<file path="src/rtl/uart_receiver.sv">
// UART receiver: 2-flop synchronised line, fixed 11-bit frame (start, 8 data, parity slot, stop),
// single-word holding register with valid/ready handshake and sticky overrun flag.
module uart_receiver (
   input  logic        clk,
   input  logic        rst,
   input  logic        rx_data,
   input  logic [1:0]  cfg_parity_setting,
   input  logic [31:0] cfg_clkSpeed_over_bdRate,
   input  logic        rx_ready,
   output logic [7:0]  rx_data_word,
   output logic        rx_valid,
   output logic        rx_parity_err,
   output logic        rx_frame_err,
   output logic        rx_overrun,
   output logic        rx_busy
);

   typedef enum logic [2:0] {
      ST_IDLE   = 3'd0,
      ST_START  = 3'd1,
      ST_DATA   = 3'd2,
      ST_PARITY = 3'd3,
      ST_STOP   = 3'd4
   } state_t;

   // Slot modes 01/10 check odd/even parity over data plus slot; 00/11 never flag.
   function automatic logic parity_err_f(input logic [1:0] mode, input logic [7:0] data,
                                         input logic slot);
      logic p;
      p = (^data) ^ slot;
      case (mode)
         2'b01:   parity_err_f = ~p;
         2'b10:   parity_err_f = p;
         default: parity_err_f = 1'b0;
      endcase
   endfunction

   state_t      state_r, state_nxt_s;
   logic        sync1_r, s_rx_r, rx_prev_r;
   logic [31:0] timer_r, timer_nxt_s;
   logic [2:0]  idx_r, idx_nxt_s;
   logic [7:0]  shift_r, shift_nxt_s;
   logic [31:0] d_r, d_nxt_s;
   logic        perr_r, perr_nxt_s;
   logic        busy_r;
   logic        complete_s, ferr_s, accept_s;
   logic [7:0]  word_r;
   logic        valid_r, perr_out_r, ferr_out_r, overrun_r;

   assign rx_data_word  = word_r;
   assign rx_valid      = valid_r;
   assign rx_parity_err = perr_out_r;
   assign rx_frame_err  = ferr_out_r;
   assign rx_overrun    = overrun_r;
   assign rx_busy       = busy_r;
   assign accept_s      = valid_r & rx_ready;

   // Next-state and bit-timer datapath for the frame FSM.
   always_comb begin
      state_nxt_s = state_r;
      timer_nxt_s = timer_r + 32'd1;
      idx_nxt_s   = idx_r;
      shift_nxt_s = shift_r;
      d_nxt_s     = d_r;
      perr_nxt_s  = perr_r;
      complete_s  = 1'b0;
      ferr_s      = 1'b0;
      case (state_r)
         ST_IDLE: begin
            timer_nxt_s = 32'd0;
            if (rx_prev_r && !s_rx_r) begin
               state_nxt_s = ST_START;
               d_nxt_s     = (cfg_clkSpeed_over_bdRate < 32'd2) ? 32'd2 : cfg_clkSpeed_over_bdRate;
            end else begin
               state_nxt_s = ST_IDLE;
            end
         end
         ST_START: begin
            if (timer_r == ((d_r >> 1) - 32'd1)) begin
               timer_nxt_s = 32'd0;
               idx_nxt_s   = 3'd0;
               state_nxt_s = s_rx_r ? ST_IDLE : ST_DATA;
            end else begin
               state_nxt_s = ST_START;
            end
         end
         ST_DATA: begin
            if (timer_r == (d_r - 32'd1)) begin
               shift_nxt_s[idx_r] = s_rx_r;
               timer_nxt_s        = 32'd0;
               idx_nxt_s          = idx_r + 3'd1;
               state_nxt_s        = (idx_r == 3'd7) ? ST_PARITY : ST_DATA;
            end else begin
               state_nxt_s = ST_DATA;
            end
         end
         ST_PARITY: begin
            if (timer_r == (d_r - 32'd1)) begin
               perr_nxt_s  = parity_err_f(cfg_parity_setting, shift_r, s_rx_r);
               timer_nxt_s = 32'd0;
               state_nxt_s = ST_STOP;
            end else begin
               state_nxt_s = ST_PARITY;
            end
         end
         ST_STOP: begin
            if (timer_r == (d_r - 32'd1)) begin
               complete_s  = 1'b1;
               ferr_s      = ~s_rx_r;
               timer_nxt_s = 32'd0;
               state_nxt_s = ST_IDLE;
            end else begin
               state_nxt_s = ST_STOP;
            end
         end
         default: begin
            timer_nxt_s = 32'd0;
            state_nxt_s = ST_IDLE;
         end
      endcase
   end

   // Synchroniser, FSM state and frame datapath registers.
   always_ff @(posedge clk or negedge rst) begin
      if (!rst) begin
         sync1_r   <= 1'b1;
         s_rx_r    <= 1'b1;
         rx_prev_r <= 1'b1;
         state_r   <= ST_IDLE;
         timer_r   <= 32'd0;
         idx_r     <= 3'd0;
         shift_r   <= 8'h00;
         d_r       <= 32'd2;
         perr_r    <= 1'b0;
         busy_r    <= 1'b0;
      end else begin
         sync1_r   <= rx_data;
         s_rx_r    <= sync1_r;
         rx_prev_r <= s_rx_r;
         state_r   <= state_nxt_s;
         timer_r   <= timer_nxt_s;
         idx_r     <= idx_nxt_s;
         shift_r   <= shift_nxt_s;
         d_r       <= d_nxt_s;
         perr_r    <= perr_nxt_s;
         busy_r    <= (state_nxt_s != ST_IDLE);
      end
   end

   // Holding register: a completed frame loads only if the slot is empty or being freed now.
   always_ff @(posedge clk or negedge rst) begin
      if (!rst) begin
         word_r     <= 8'h00;
         valid_r    <= 1'b0;
         perr_out_r <= 1'b0;
         ferr_out_r <= 1'b0;
         overrun_r  <= 1'b0;
      end else begin
         if (complete_s && (!valid_r || accept_s)) begin
            word_r     <= shift_r;
            perr_out_r <= perr_r;
            ferr_out_r <= ferr_s;
            valid_r    <= 1'b1;
         end else if (accept_s) begin
            valid_r <= 1'b0;
         end
         if (complete_s && valid_r && !accept_s) begin
            overrun_r <= 1'b1;
         end else if (accept_s) begin
            overrun_r <= 1'b0;
         end
      end
   end

endmodule

</file>
<file path="config.mk">
export PLATFORM = sky130hd
export DESIGN_NAME = uart_receiver
export DESIGN_NICKNAME = d
export VERILOG_FILES = /design/src/rtl/uart_receiver.sv
export SDC_FILE = /design/constraint.sdc
export NUM_CORES = 1
export LEC_CHECK = 0
export CAP_MARGIN = 40
export CORE_ASPECT_RATIO = 0.9
export CORE_UTILIZATION = 23
export DETAILED_ROUTE_END_ITERATION = 6
export SYNTH_ARGS = -nofsm -noshare
export SYNTH_HDL_FRONTEND = slang
export SYNTH_SLANG_ARGS = --single-unit
</file>
<file path="constraint.sdc">
create_clock -name clk -period 5.3 [get_ports clk]
set_input_delay 1.06 -clock clk [delete_from_list [all_inputs] [get_ports clk]]
set_output_delay 1.06 -clock clk [all_outputs]
set_load 0.1 [all_outputs]
</file>
==> impl_metrics.json, run 1 <==
{
  "status": "finished clean",
  "grtUsageTotal": 0.128,
  "finalPower_mw": 3.18,
  "p_sw_frac": 0.430,
  "area_growth_pct": 18.9,
  "start_util": 0.235,
  "slowest_delay_ns": 0.67,
  "ys_ff_latch": 95,
  "end_kind": "flip-flop",
  "die_h_um": 163,
  "ys_warn_count": 0,
  "ir_drop_v": 0.000153,
  "ys.flop_type": "dfrtp_1",
  "htree_levels": 3,
  "cp_num_cells": 11,
  "clk_latency_ns": 0.36,
  "synth_area_leaders": "dfrtp_1 35%, xnor2_1 9.2%, xor2_1 6.9%",
  "grt_pass1_vias": 5259,
  "vias": 5365,
  "power.density_nw_per_um2": 405,
  "ys_top_cells_by_count": "91 x dfrtp_1, 69 x xnor2_1, 65 x nor2_1, 52 x xor2_1, 40 x nor4_1",
  "gp_congestion": 0.897,
  "worstPathMaxFanout": 10,
  "portBuffers": 50,
  "timing.rr.start": "d_r[2]",
  "internal-power_mw": 1.81,
  "rsz0062_at_grt": "no",
  "yosys.area.top_type": "dfrtp_1",
  "final_nets": 772,
  "max_cap_viol_count": 0,
  "clkPwrFrac": 0.203,
  "seqCellArea_um2": 2380,
  "power.switching_mw": 1.37,
  "finalCritPeriodShare": 0.826,
  "r2r-end": "rx_data_word[7]",
  "grt-ovfl-total": 0,
  "yosysTopAreaCellShare": 0.345,
  "critPathCapture": "rx_data_word[7]",
  "final.setup_skew_ns": 0.0120,
  "die_area_um2": 29400,
  "pwr-share-comb": 0.398,
  "crit_type": "flip-flop to flip-flop",
  "cts_tree": "built",
  "wirelength_um": 18200,
  "grt_max_degree": 49,
  "fill_cells": 2894,
  "hold_violations": 0,
  "path_cells": "inv_1 -> ha_1 -> or4b_1 -> or3_4 -> nor4_4 -> xnor2_1 -> or3b_1 -> or4_1 -> nor3_2 -> o2111a_1 -> mux2_4",
  "antenna_found_initial": 0,
  "final_max_slew_viol_count": 0,
  "period_needed_ns": 4.38,
  "ioPinCount": 51,
  "reg2regPathDepth": 11,
  "reg2reg_slack_ns": 0.92,
  "core_um2": 28100,
  "cts_setup_buffers": 0,
  "viasPerCell": 4.90,
  "critPathLaunchType": "flip-flop",
  "critPathLaunch": "d_r[2]",
  "clock_sink_count": 95,
  "ys_async_sr_fraction": 1.00,
  "postRouteAntennaNets": 0,
  "ctsHoldBuffers": 0,
  "hold_path_class": "flip-flop to flip-flop",
  "wl_per_cell_um": 16.7,
  "clk_path_buf_depth": 2,
  "synth_cell_type_count": 75,
  "drcViolationCount": 0,
  "setup_viol": 0,
  "path_buf_inv": 1,
  "seq_area_frac_synth": 0.361,
  "drive_gt1_frac": 0.151,
  "fmax_ghz": 0.228,
  "diodes": 0,
  "multi_input_area_um2": 3910,
  "relSlewSlack": 0.363,
  "power_frac_seq": 0.399,
  "hpwlAfterDp_um": 14100,
  "dieWidth_um": 180,
  "row_count": 58,
  "cts_resized": 0,
  "drt_iter0_drc": 484,
  "required_ns": 5.54,
  "tns_ns": 0,
  "clk_pin_slew_worst_paths_ns": 0.08,
  "critical_path.top_delay_family": "simple AND/OR/NAND/NOR gates",
  "firstDrtPassIters": 5,
  "synth_edf_count": 0,
  "syn_inst": 701,
  "yosysMostFrequentCell": "dfrtp_1",
  "arrival_ns": 4.62,
  "cts_root_buf": "clkbuf_16",
  "slowest_stage": "o2111a_1",
  "cts_buffers": 9,
  "power_leakage_nw": 3.00,
  "worst_pin_slew_ns": 0.947,
  "syn_nets": 744,
  "grt_pass1_wl_um": 29400,
  "syn_area_um2": 6600,
  "synth.avg_cell_area_um2": 9.41
}
## cells in the final DEF (no fill, tap or decap), types with 6 or more instances in the layout
master	netlist	final
nand3_1	28	28
mux2_4	9	9
inv_1	9	9
and3_1	14	14
xnor2_1	69	69
o31a_1	6	6
or3_1	6	6
nand2_1	32	32
a21oi_1	14	13
buf_4	0	10
nand4_1	22	22
nor4_1	40	40
dfrtp_1	91	91
o21ai_0	15	15
clkdlybuf4s50_1	0	49
mux2_2	37	37
clkbuf_16	0	9
xor2_1	52	52
nand2b_1	6	6
nor2_1	65	65
buf_8	0	12
and4_1	7	7
nor2b_1	6	6
nor3_1	18	18
or4_1	7	7
## kinds of logic after synthesis
family	Yosys count	share of synthesized area
flip-flops	95	0.361
XOR/XNOR	121	0.161
buffers and inverters	64	0.0463
multiplexers	53	0.0947
AO/OA/AOI/OAI	72	0.0768
AND/OR/NAND/NOR	291	0.251
adder cells (fa/ha/maj)	5	0.00949
## power by group through the flow
stage / logic [mW] / registers [mW] / clock network [mW]
5_1_grt: 1.38 / 1.31 / 0.689
3_3_place_gp: 1.22 / 1.27 / 0
6_report: 1.26 / 1.27 / 0.645
2_1_floorplan: 1.20 / 0.974 / 0
4_1_cts: 1.25 / 1.26 / 0.661
3_5_place_dp: 1.24 / 1.27 / 0
## cell type report
| type | instances | share of cell area |
|---|---|---|
| Multi-Input combinational cell | 542 | 0.499 |
| Sequential cell | 95 | 0.304 |
| Timing Repair Buffer | 72 | 0.0986 |
| Tap cell | 360 | 0.0574 |
| Clock buffer | 10 | 0.0305 |
| Clock inverter | 6 | 0.00686 |
| Inverter | 9 | 0.00431 |
## flip-flops by register name, indices dropped and copies added (netlist names), 3 cells and up
register      cells
state_r           3
d_r              32
timer_r          32
rx_data_word      8
shift_r           8
idx_r             3
## worst min path at each step
stage / endpoint / depth (start not counted) / slack [ns] / start
final: s_rx_r / 0 / 0.36 / sync1_r
after global routing: s_rx_r / 0 / 0.36 / sync1_r
after CTS: s_rx_r / 0 / 0.36 / sync1_r
after detailed placement: s_rx_r / 0 / 0.35 / sync1_r
after global placement: s_rx_r / 0 / 0.35 / sync1_r
after floorplan: s_rx_r / 0 / 0.35 / sync1_r
## layer usage
layer	up-vias	routed length, µm	GRT usage
li1	2581	-	-
met2	153	8020	0.195
met3	21	1200	0.0273
met1	2610	8730	0.181
met5	-	0	0
met4	0	280	0.0365
## metrics by stage
stage          hold WS, ns  cells  worst slack, ns   util  cell area (µm²)
3_3_place_gp         0.350   1065             1.06  0.261             7340
5_1_grt              0.364   1094            0.659  0.279             7840
3_5_place_dp         0.348   1078            0.969  0.269             7550
6_report             0.357   1094            0.921  0.279             7840
2_1_floorplan        0.345    701             1.44      -             6600
4_1_cts              0.357   1094            0.937  0.279             7840
Note: power is estimated with default switching activity, not from simulation.
==> run 2, diff against run 1 <==
- clock period: 5.3 -> 4 ns (I/O delays scaled with it)
==> run 2 against run 1 <==
Effect of this change:
- combinational power grew 56%
- critical endpoint is now rx_data_word[2]
- clock-buffer cell count is the same
- register-to-register slack lost 0.76 ns
- sequential power grew 24%
- global-route usage grew 0.75 points
- final area grew 3.2%
- critical path type unchanged
- critical path depth grew 1
- sequential cell count is the same
- first-iteration DRC count shrank 18%
- via count grew 1.5%
- sequential share of layout area shrank 0.94 points
- hold slack is essentially flat
==> impl_metrics.json, run 2 (synthesis results as in run 1) <==
{
  "clk_path_buf_depth": 2,
  "final_cells": 1121,
  "setup_slack_ns": 0.163,
  "r2r-end": "rx_data_word[2]",
  "place_area_um2": 7800,
  "tns_ns": 0,
  "reg2reg_slack_ns": 0.16,
  "critPathCapture": "rx_data_word[2]",
  "dieWidth_um": 180,
  "start_util": 0.235,
  "cts_buffers": 9,
  "core_um2": 28100,
  "path_buf_inv": 2,
  "clock_sink_count": 95,
  "holdWs_ns": 0.357,
  "arrival_ns": 4.08,
  "firstDrtPassIters": 5,
  "drt_iter0_drc": 397,
  "grt_pass1_wl_um": 30600,
  "wirelength_um": 19400,
  "slowest_stage": "or4b_1",
  "ioPinCount": 51,
  "finalPower_mw": 4.36,
  "power.density_nw_per_um2": 539,
  "critical_path.top_delay_family": "simple AND/OR/NAND/NOR gates",
  "ir_drop_v": 0.000223,
  "diodes": 0,
  "clk_latency_ns": 0.36,
  "vias": 5447,
  "cp_num_cells": 12,
  "clkPwrFrac": 0.190,
  "drcViolationCount": 0,
  "htree_levels": 3,
  "grt_max_degree": 51,
  "p_sw_frac": 0.426,
  "end_kind": "flip-flop",
  "cts_resized": 0,
  "rsz0062_at_grt": "no",
  "grt_pass1_vias": 5260,
  "min_from": "sync1_r",
  "final_common_cell": "dfrtp_1",
  "viasPerCell": 4.86,
  "placed_cells": 1105,
  "cts_tree": "built",
  "internal-power_mw": 2.50,
  "pwr-share-comb": 0.449,
  "final.setup_skew_ns": 0.0147,
  "die_h_um": 163,
  "setup_viol": 0,
  "grtUsageTotal": 0.135,
  "critPathLaunch": "d_r[1]",
  "cts_root_buf": "clkbuf_16",
  "die_area_um2": 29400,
  "hpwlAfterDp_um": 15300,
  "layout_common_cells": "91 x dfrtp_1, 69 x xnor2_1, 65 x nor2_1, 52 x xor2_1, 49 x clkdlybuf4s50_1",
  "drive_gt1_frac": 0.184,
  "hold_violations": 0,
  "final_max_slew_viol_count": 0,
  "design_area_um2": 8090,
  "final_nets": 799,
  "period_needed_ns": 3.84,
  "reg2regPathDepth": 12,
  "critPathLaunchType": "flip-flop",
  "fmax_ghz": 0.261,
  "path_cells": "inv_1 -> ha_1 -> or4b_1 -> or3_4 -> nor4_4 -> xnor2_1 -> or3b_1 -> or4_1 -> nor3_2 -> o2111a_1 -> buf_12 -> mux2_4",
  "timing.rr.start": "d_r[1]",
  "ctsHoldBuffers": 0,
  "dpl_worst_slack_ns": 0.208,
  "gp_congestion": 0.956,
  "power_leakage_nw": 3.14,
  "slowest_delay_ns": 0.52,
  "antenna_found_initial": 0,
  "required_ns": 4.24,
  "hold_path_class": "flip-flop to flip-flop",
  "postRouteAntennaNets": 0,
  "crit_type": "flip-flop to flip-flop",
  "portBuffers": 50,
  "final_util": 0.288,
  "power_frac_seq": 0.361,
  "wl_per_cell_um": 17.3,
  "clk_pin_slew_worst_paths_ns": 0.08,
  "worstPathMaxFanout": 10,
  "grt-ovfl-total": 0,
  "area_growth_pct": 22.7,
  "worst_pin_slew_ns": 0.807,
  "finalCritPeriodShare": 0.959,
  "power.switching_mw": 1.86,
  "cts_setup_buffers": 0,
  "relSlewSlack": 0.462,
  "status": "finished clean",
  "row_count": 58,
  "max_cap_viol_count": 0,
  "top_regs": "d_r: 32 flops, timer_r: 32 flops"
}
-- run 2: cell count changes in the layout (fill, tap and decap cells not counted) --
| cell | change |
|---|---|
| nor4_2 | +1 |
| nor4_1 | -1 |
| buf_12 | +2 |
| buf_4 | +24 |
| nand3_2 | +1 |
| buf_16 | +1 |
| inv_6 | +1 |
| inv_8 | -2 |
| nand3_1 | -1 |
| clkinv_2 | +1 |
-- run 2: routing by layer --
metal	share of wire	GRT usage
met5	0	0
met4	0.021	0.0451
met1	0.48	0.188
met2	0.44	0.204
met3	0.059	0.0329
-- run 2: area by class of cell --
type | count | area, µm²
inverter | 9 | 33.8
clock inverter | 6 | 45.0
sequential | 95 | 2380
multi-input combinational | 542 | 3920
timing repair buffer | 99 | 1020
tap | 360 | 450
fill | 2902 | 20000
clock buffer | 10 | 239
-- run 2: power by group through the flow --
stage,combinational [mW],clock (mW),sequential [mW]
CTS,1.93,0.851,1.57
finish,1.96,0.830,1.58
global placement,1.90,0,1.58
floorplan,1.59,0,1.29
detailed placement,1.92,0,1.59
global route,2.13,0.888,1.62
-- run 2: worst min-delay path by stage --
stage              to  cells after the start
5_1_grt        s_rx_r                      0
3_5_place_dp   s_rx_r                      0
3_3_place_gp   s_rx_r                      0
2_1_floorplan  s_rx_r                      0
6_report       s_rx_r                      0
4_1_cts        s_rx_r                      0
-- run 2: worst reg2reg max path: stages, from the launching register on --
cell,delay [ns]
dfstp_2,0.40
inv_1,0.11
ha_1,0.17
or4b_1,0.52
or3_4,0.43
nor4_4,0.28
xnor2_1,0.10
or3b_1,0.37
or4_1,0.41
nor3_2,0.19
o2111a_1,0.27
buf_12,0.16
mux2_4,0.31
==> run 3, diff against run 2 <==
- clock period: 4 -> 3.8 ns (I/O delays scaled with it)
==> run 3 against run 2 <==
Effect of this change:
- power is 10% higher
- register-to-register slack worse by 0.09 ns
- combinational power is 19% higher
- routed wire length is 2.9% higher
- maximum frequency is 3.0% higher
- global-route usage is 0.051 points higher
- first-iteration DRC count is 3.0% lower
- clock power is 5.9% higher
- clock skew is 0.0058 ns lower
- cell count is 2.1% higher
- critical path depth is 2 lower
- via count is 3.1% higher
- critical endpoint is now shift_r[1]
==> impl_metrics.json, run 3 (synthesis results as in run 1) <==
{
  "status": "finished clean",
  "top_regs": "d_r: 32 flops, timer_r: 32 flops",
  "power_leakage_nw": 3.29,
  "setup_viol": 0,
  "cts_root_buf": "clkbuf_16",
  "die_area_um2": 29400,
  "holdPathStages": 0,
  "tns_ns": 0,
  "grt-ovfl-total": 0,
  "design_area_um2": 8360,
  "period_needed_ns": 3.73,
  "required_ns": 4.05,
  "path_buf_inv": 1,
  "max_cap_viol_count": 0,
  "gp_congestion": 0.901,
  "ioPinCount": 51,
  "final_cells": 1145,
  "final_util": 0.298,
  "wirelength_um": 19900,
  "finalPower_mw": 4.82,
  "grt_max_degree": 44,
  "clk_latency_ns": 0.36,
  "viasPerCell": 4.90,
  "antenna_found_initial": 0,
  "clk_pin_slew_worst_paths_ns": 0.07,
  "grtUsageTotal": 0.136,
  "crit_type": "flip-flop to flip-flop",
  "row_count": 58,
  "place_area_um2": 7920,
  "diodes": 0,
  "final_nets": 823,
  "firstDrtPassIters": 5,
  "ir_drop_v": 0.000217,
  "finalCritPeriodShare": 0.980,
  "multi_input_area_um2": 4010,
  "fmax_ghz": 0.268,
  "setup_slack_ns": 0.0748,
  "final_max_slew_viol_count": 0,
  "hpwlAfterDp_um": 15500,
  "final.setup_skew_ns": 0.00893,
  "drive_gt1_frac": 0.224,
  "holdWs_ns": 0.356,
  "portBuffers": 50,
  "relSlewSlack": 0.492,
  "critical_path.top_delay_family": "simple AND/OR/NAND/NOR gates",
  "dieWidth_um": 180,
  "r2r-end": "shift_r[1]",
  "layout_common_cells": "89 x dfrtp_1, 69 x xnor2_1, 65 x nor2_1, 57 x buf_4, 52 x xor2_1",
  "start_util": 0.235,
  "placed_cells": 1122,
  "core_um2": 28100,
  "end_kind": "flip-flop",
  "seqCellArea_um2": 2380,
  "power.density_nw_per_um2": 576,
  "clock_sink_count": 95,
  "clk_path_buf_depth": 2,
  "arrival_ns": 3.97,
  "htree_levels": 3,
  "area_growth_pct": 26.8,
  "final_common_cell": "dfrtp_1",
  "dpl_worst_slack_ns": 0.0325,
  "timing.rr.start": "d_r[21]",
  "reg2regPathDepth": 10,
  "path_cells": "or4_1 -> or3_1 -> a2111oi_0 -> a21oi_1 -> nor4_1 -> nand4_1 -> nor3_1 -> buf_4 -> nor4bb_1 -> mux2_2",
  "die_h_um": 163,
  "drt_iter0_drc": 385,
  "grt_pass1_vias": 5435,
  "ctsHoldBuffers": 0,
  "hold_path_class": "flip-flop to flip-flop",
  "hold_violations": 0,
  "worst_pin_slew_ns": 0.763,
  "worstPathMaxFanout": 11,
  "slowest_delay_ns": 0.61,
  "slowest_stage": "or4_1",
  "cts_buffers": 9,
  "wl_per_cell_um": 17.4,
  "grt_pass1_wl_um": 30800,
  "cts_tree": "built",
  "vias": 5615,
  "cp_num_cells": 10,
  "fill_cells": 2893,
  "hold_path_end": "s_rx_r",
  "min_from": "sync1_r",
  "postRouteAntennaNets": 0,
  "critPathLaunchType": "flip-flop",
  "drcViolationCount": 0,
  "reg2reg_slack_ns": 0.07
}
[run 3: timing repair]
item | in CTS | in global routing
buffers inserted | 0 | 6
setup endpoints to repair | 0 | 44
resized for setup | 0 | 21
[run 3: worst max path at each step]
stage,slack (ns),start,end
CTS,0.004,d_r[2],rx_data_word[6]
global route,-0.03,d_r[6],shift_r[1]
global placement,0.10,d_r[2],rx_data_word[2]
finish,0.07,d_r[21],shift_r[1]
floorplan,0.005,d_r[2],rx_data_word[0]
detailed placement,0.03,d_r[2],rx_data_word[6]
[run 3: metal layers]
| layer | GRT usage | part of all wire |
|---|---|---|
| met5 | 0 | 0 |
| met4 | 0.0455 | 0.019 |
| met3 | 0.0286 | 0.055 |
| met2 | 0.209 | 0.45 |
| met1 | 0.188 | 0.47 |
[run 3: report_power, final]
group          internal, mW  switching, mW
clock network         0.466          0.413
logic                  1.09           1.25
registers              1.22          0.374
total                  2.78           2.04
[run 3: area by class of cell]
class                           count  area share
Clock inverter                      5     0.00494
Clock buffer                       11      0.0290
Inverter                            9     0.00404
Sequential cell                    95       0.285
Timing Repair Buffer              123       0.144
Tap cell                          360      0.0539
Multi-Input combinational cell    542       0.479
